[src/rtl/prefix_code_serializer_pkg.sv]
// Shared codebook and state encoding for the prefix-code serializer
// and the downstream serial decoder bench.
package prefix_code_serializer_pkg;

  localparam int MAX_LEN = 5;
  localparam int REM_W   = $clog2(MAX_LEN + 1);
  localparam int CNT_W   = 8;

  localparam logic IDLE_BIT = 1'b0;

  // Entry 3 is listed first: packed index 3 is the MSB slice.
  localparam logic [3:0][MAX_LEN-1:0] CW_TAB = {
    5'b10100, 5'b00100, 5'b00110, 5'b01011
  };

  localparam logic [3:0][REM_W-1:0] LEN_TAB = {
    3'd5, 3'd4, 3'd4, 3'd4
  };

  typedef enum logic {
    S_IDLE  = 1'b0,
    S_SHIFT = 1'b1
  } state_t;

endpackage

[src/rtl/prefix_code_serializer_rom.sv]
// Symbol to codeword lookup; codeword is returned left-justified
// so the shifter can always send bit MAX_LEN-1 first.
module prefix_code_serializer_rom
  import prefix_code_serializer_pkg::*;
(
  input  logic [1:0]         i_sym,
  output logic [MAX_LEN-1:0] o_cw,
  output logic [REM_W-1:0]   o_len
);

  for (genvar i = 0; i < 4; i++) begin : g_chk
    if (int'(LEN_TAB[i]) < 1 ||
        int'(LEN_TAB[i]) > MAX_LEN) begin : g_bad
      $error("codeword length out of range");
    end
  end

  logic [REM_W-1:0] w_pad;

  assign o_len = LEN_TAB[i_sym];
  assign w_pad = REM_W'(MAX_LEN) - o_len;
  assign o_cw  = CW_TAB[i_sym] << w_pad;

endmodule

[src/rtl/prefix_code_serializer.sv]
// Valid/ready symbol input, MSB-first serial codeword output,
// gap-free across back-to-back symbols.
module prefix_code_serializer
  import prefix_code_serializer_pkg::*;
(
  input  logic             clk,
  input  logic             reset_n,
  input  logic [1:0]       sym_in,
  input  logic             sym_valid,
  output logic             sym_ready,
  output logic             bit_out,
  output logic             bit_valid,
  output logic             bit_last,
  output logic [CNT_W-1:0] sym_count
);

  state_t             r_state;
  state_t             w_state_nxt;
  logic [MAX_LEN-1:0] r_shift;
  logic [REM_W-1:0]   r_rem;
  logic               r_bit;
  logic               r_valid;
  logic               r_last;
  logic [CNT_W-1:0]   r_cnt;

  logic [MAX_LEN-1:0] w_cw;
  logic [REM_W-1:0]   w_len;
  logic               w_load;
  logic               w_shift;
  logic               w_last_cyc;

  prefix_code_serializer_rom u_rom (
    .i_sym (sym_in),
    .o_cw  (w_cw),
    .o_len (w_len)
  );

  assign w_last_cyc = (r_state == S_SHIFT) &&
                      (r_rem == REM_W'(1));

  always_comb begin
    w_state_nxt = r_state;
    sym_ready   = 1'b0;
    w_load      = 1'b0;
    w_shift     = 1'b0;
    unique case (r_state)
      S_IDLE: begin
        sym_ready = 1'b1;
        if (sym_valid) begin
          w_load      = 1'b1;
          w_state_nxt = S_SHIFT;
        end
      end
      S_SHIFT: begin
        w_shift = 1'b1;
        if (w_last_cyc) begin
          sym_ready = 1'b1;
          if (sym_valid) w_load = 1'b1;
          else w_state_nxt = S_IDLE;
        end
      end
      default: w_state_nxt = S_IDLE;
    endcase
  end

  always_ff @(posedge clk or negedge reset_n) begin
    if (!reset_n) r_state <= S_IDLE;
    else          r_state <= w_state_nxt;
  end

  always_ff @(posedge clk or negedge reset_n) begin
    if (!reset_n) begin
      r_shift <= '0;
      r_rem   <= '0;
      r_bit   <= IDLE_BIT;
      r_valid <= 1'b0;
      r_last  <= 1'b0;
      r_cnt   <= '0;
    end else begin
      r_valid <= w_shift;
      r_last  <= w_last_cyc;
      r_bit   <= w_shift ? r_shift[MAX_LEN-1] : IDLE_BIT;
      // Count on the edge that takes the last bit off the output.
      if (r_valid && r_last) r_cnt <= r_cnt + 1'b1;
      if (w_load) begin
        r_shift <= w_cw;
        r_rem   <= w_len;
      end else if (w_shift) begin
        r_shift <= {r_shift[MAX_LEN-2:0], 1'b0};
        r_rem   <= r_rem - REM_W'(1);
      end
    end
  end

  assign bit_out   = r_bit;
  assign bit_valid = r_valid;
  assign bit_last  = r_last;
  assign sym_count = r_cnt;

endmodule

[config.mk]
export PLATFORM = sky130hd
export DESIGN_NAME = prefix_code_serializer
export DESIGN_NICKNAME = d
export VERILOG_FILES = /design/src/rtl/prefix_code_serializer_pkg.sv /design/src/rtl/prefix_code_serializer_rom.sv /design/src/rtl/prefix_code_serializer.sv
export SDC_FILE = /design/constraint.sdc
export NUM_CORES = 1
export LEC_CHECK = 0
export ABC_AREA = 1
export ABC_CLOCK_PERIOD_IN_PS = 2029
export CAP_MARGIN = 20
export CORE_ASPECT_RATIO = 0.9
export CORE_MARGIN = 2
export CORE_UTILIZATION = 50
export CTS_BUF_LIST = sky130_fd_sc_hd__clkbuf_8
export CTS_CLUSTER_SIZE = 8
export DETAILED_ROUTE_END_ITERATION = 10
export GPL_ROUTABILITY_DRIVEN = 0
export PLACE_DENSITY = 0.84
export SETUP_SLACK_MARGIN = 0.2
export SKIP_CTS_REPAIR_TIMING = 1
export SLEW_MARGIN = 20
export SYNTH_ARGS = -nofsm -noshare
export SYNTH_HDL_FRONTEND = slang
export SYNTH_HIERARCHICAL = 1
export SYNTH_SLANG_ARGS = --single-unit
[constraint.sdc]
create_clock -name clk -period 2.03 [get_ports clk]
set_clock_uncertainty 0.15 [all_clocks]
set_input_delay 0.406 -clock clk [delete_from_list [all_inputs] [get_ports clk]]
set_output_delay 0.406 -clock clk [all_outputs]
set_load 0.01 [all_outputs]
==> flow_metrics.env <==
export IMPL_status="finished, final reports clean"
export IMPL_r2r_end="r_shift[3]"
export IMPL_leakage_nw=0.747
export IMPL_path_cells="clkdlybuf4s50_1"
export IMPL_syn_num_nets=134
export IMPL_critPathRequiredTime_ps=1470
export IMPL_route_antenna_remaining_nets=0
export IMPL_io_pins=17
export IMPL_synth_adder_area_share_pct=8.27
export IMPL_die_area_um2=2500
export IMPL_grtUsageTotal_pct=17.0
export IMPL_clockBufferDepth=2
export IMPL_core_um2=1950
export IMPL_fin_setup_tns_ps=0
export IMPL_layout_commonest_cell="nand2_1"
export IMPL_numCtsBuffers=3
export IMPL_hold_violations=0
export IMPL_antenna_found_initial=0
export IMPL_wl_per_cell_um=10.6
export IMPL_htree_levels=1
export IMPL_route_detailed_drc=0
export IMPL_layoutNonFillerInstCount=167
export IMPL_synth_area_um2=1060
export IMPL_cts_tree="done"
export IMPL_setup_viol=0
export IMPL_rsz0062_at_grt="yes"
export IMPL_ys_ff_latch=20
export IMPL_start_kind="flop"
export IMPL_crit_fanout=5
export IMPL_hold_class="primary input to async pin"
export IMPL_cellPowerDensity_nw_per_um2=1220
export IMPL_slowest_stage="clkdlybuf4s50_1"
export IMPL_fin_crit_ps=1780
export IMPL_synth_area_mux_share_pct=1.06
export IMPL_cp_top_family="buffers and inverters"
export IMPL_grt_pass1_wl_um=3040
export IMPL_seq_area_um2=500
export IMPL_wl_um=1760
export IMPL_synth_top_family_by_area="simple AND/OR/NAND/NOR gates"
export IMPL_first_global_vias=739
export IMPL_overflow=0
export IMPL_cts_clk_slew_worst_paths_ps=70
export IMPL_area_delta_synth_final_pct=23.5
export IMPL_synthXorXnorAreaFrac_pct=4.14
export IMPL_synthCells=122
export IMPL_fmax_ghz=0.561
export IMPL_dp_cells=162
export IMPL_first_iter_violations=8
export IMPL_via_count=802
export IMPL_drive_gt1_share_pct=11.3
export IMPL_grt_start_max_net_pins=21
export IMPL_port_buffers=16
export IMPL_drv_cap=0
export IMPL_die_h_um=47.7
export IMPL_cp_data_arrival_time_ps=1230
export IMPL_rr_startpoint="r_rem[0]"
export IMPL_slew_viol_final=0
export IMPL_startpoint="bit_last"
export IMPL_final_cell_mix="33 x nand2_1, 20 x inv_1, 20 x dfrtp_1"
export IMPL_peakVddDrop_v=0.000887
export IMPL_seq_area_frac_synth_pct=47.3
export IMPL_dieWidth_um=52.5
export IMPL_root_buffer="clkbuf_8"
export IMPL_vias_per_cell=4.80
export IMPL_nNetsFinal=155
export IMPL_synth_area_per_cell_um2=8.68
export IMPL_synth_warnings=6
export IMPL_synth_compound_area_share_pct=0.473
export IMPL_antennaDiodeCount=0
export IMPL_num_rows=15
export IMPL_rrSetupSlack_ps=670
export IMPL_cpPeakStageDelay_ps=560
export IMPL_period_share_pct=87.8
export IMPL_num_fill_cells=166
export IMPL_endpoint_kind="primary output"
export IMPL_first_pass_iters=4
export IMPL_multiInputGateArea_um2=458
export IMPL_insertion_delay_ps=250
export IMPL_timing_reg2reg_worst_path_depth=7
export IMPL_start_util_pct=54.2
export IMPL_path_class="flop to primary output"
export IMPL_cts_sinks=20
export IMPL_synth_simple_area_share_pct=28.6
export IMPL_critPathBufInv=1
export IMPL_synth_cell_types=20
export IMPL_dp_final_hpwl_um=1420
stage by stage:
stage | util [%] | hold WS [ps] | worst slack, ps | area, um2 | power [mW]
2_1_floorplan | - | -39.6 | 744 | 1060 | 1.05
3_3_place_gp | 63.7 | 319 | 215 | 1240 | 1.28
3_5_place_dp | 63.7 | 318 | 184 | 1240 | 1.31
4_1_cts | 66.5 | 338 | -94.8 | 1300 | 1.61
5_1_grt | 67.0 | 366 | 189 | 1310 | 1.73
6_report | 67.0 | 339 | 247 | 1310 | 1.59
kinds of logic after synthesis:
kind of cell | after synthesis
AND/OR/NAND/NOR | 62
buffers and inverters | 24
flip-flops | 20
adder cells (fa/ha/maj) | 7
XOR/XNOR | 5
other | 2
AO/OA/AOI/OAI | 1
multiplexers | 1
layout make-up:
type	instances	share of cell area, %
Clock buffer	4	4.21
Tap cell	25	2.39
Multi-Input combinational cell	78	35.0
Sequential cell	20	38.3
Timing Repair Buffer	18	13.6
Inverter	22	6.51
worst max-delay path by stage:
stage / end / slack, ps / cells past startpoint
after floorplan: sym_ready / 740 / 3
after global placement: sym_ready / 210 / 5
after detailed placement: sym_ready / 180 / 5
after CTS: sym_ready / -90 / 5
after global routing: sym_ready / 190 / 5
final: bit_last / 250 / 1
synth_stat cells:
cell	instances	area share [%]
nand4_1	2	1.2
conb_1	2	0.71
inv_2	1	0.35
nand2_4	3	3.2
buf_4	2	1.4
dfrtp_1	20	47
nor2_2	1	0.59
inv_1	20	7.1
nor2_1	4	1.4
mux2_2	1	1.1
xnor2_1	2	1.7
ha_1	7	8.3
a21oi_1	1	0.47
xor2_1	3	2.5
nand2_1	33	12
nand3_1	15	7.1
inv_4	1	0.59
nand3b_1	1	0.71
nor3_4	1	1.5
nand2_2	2	1.2
layer usage:
layer | vias to the layer above | wire length (um) | global-route usage, %
met5 | - | 0 | 0
met4 | 0 | 9 | 6.15
met3 | 2 | 75 | 2.81
met2 | 15 | 901 | 30.8
met1 | 376 | 775 | 20.8
li1 | 409 | - | -
sequential cells by signal, indices dropped and copies added (netlist names):
signal	flops
sym_count	8
r_shift	5
r_rem	3
bit_last	1
bit_out	1
bit_valid	1
r_state	1
power by group:
group | switching [mW] | internal, mW | total (mW) | leakage [nW]
logic | 0.341 | 0.316 | 0.656 | 0.466
clock network | 0.119 | 0.172 | 0.291 | 0.0288
registers | 0.112 | 0.533 | 0.646 | 0.252
total | 0.572 | 1.02 | 1.59 | 0.747
Power figures use the tool's default switching activity.
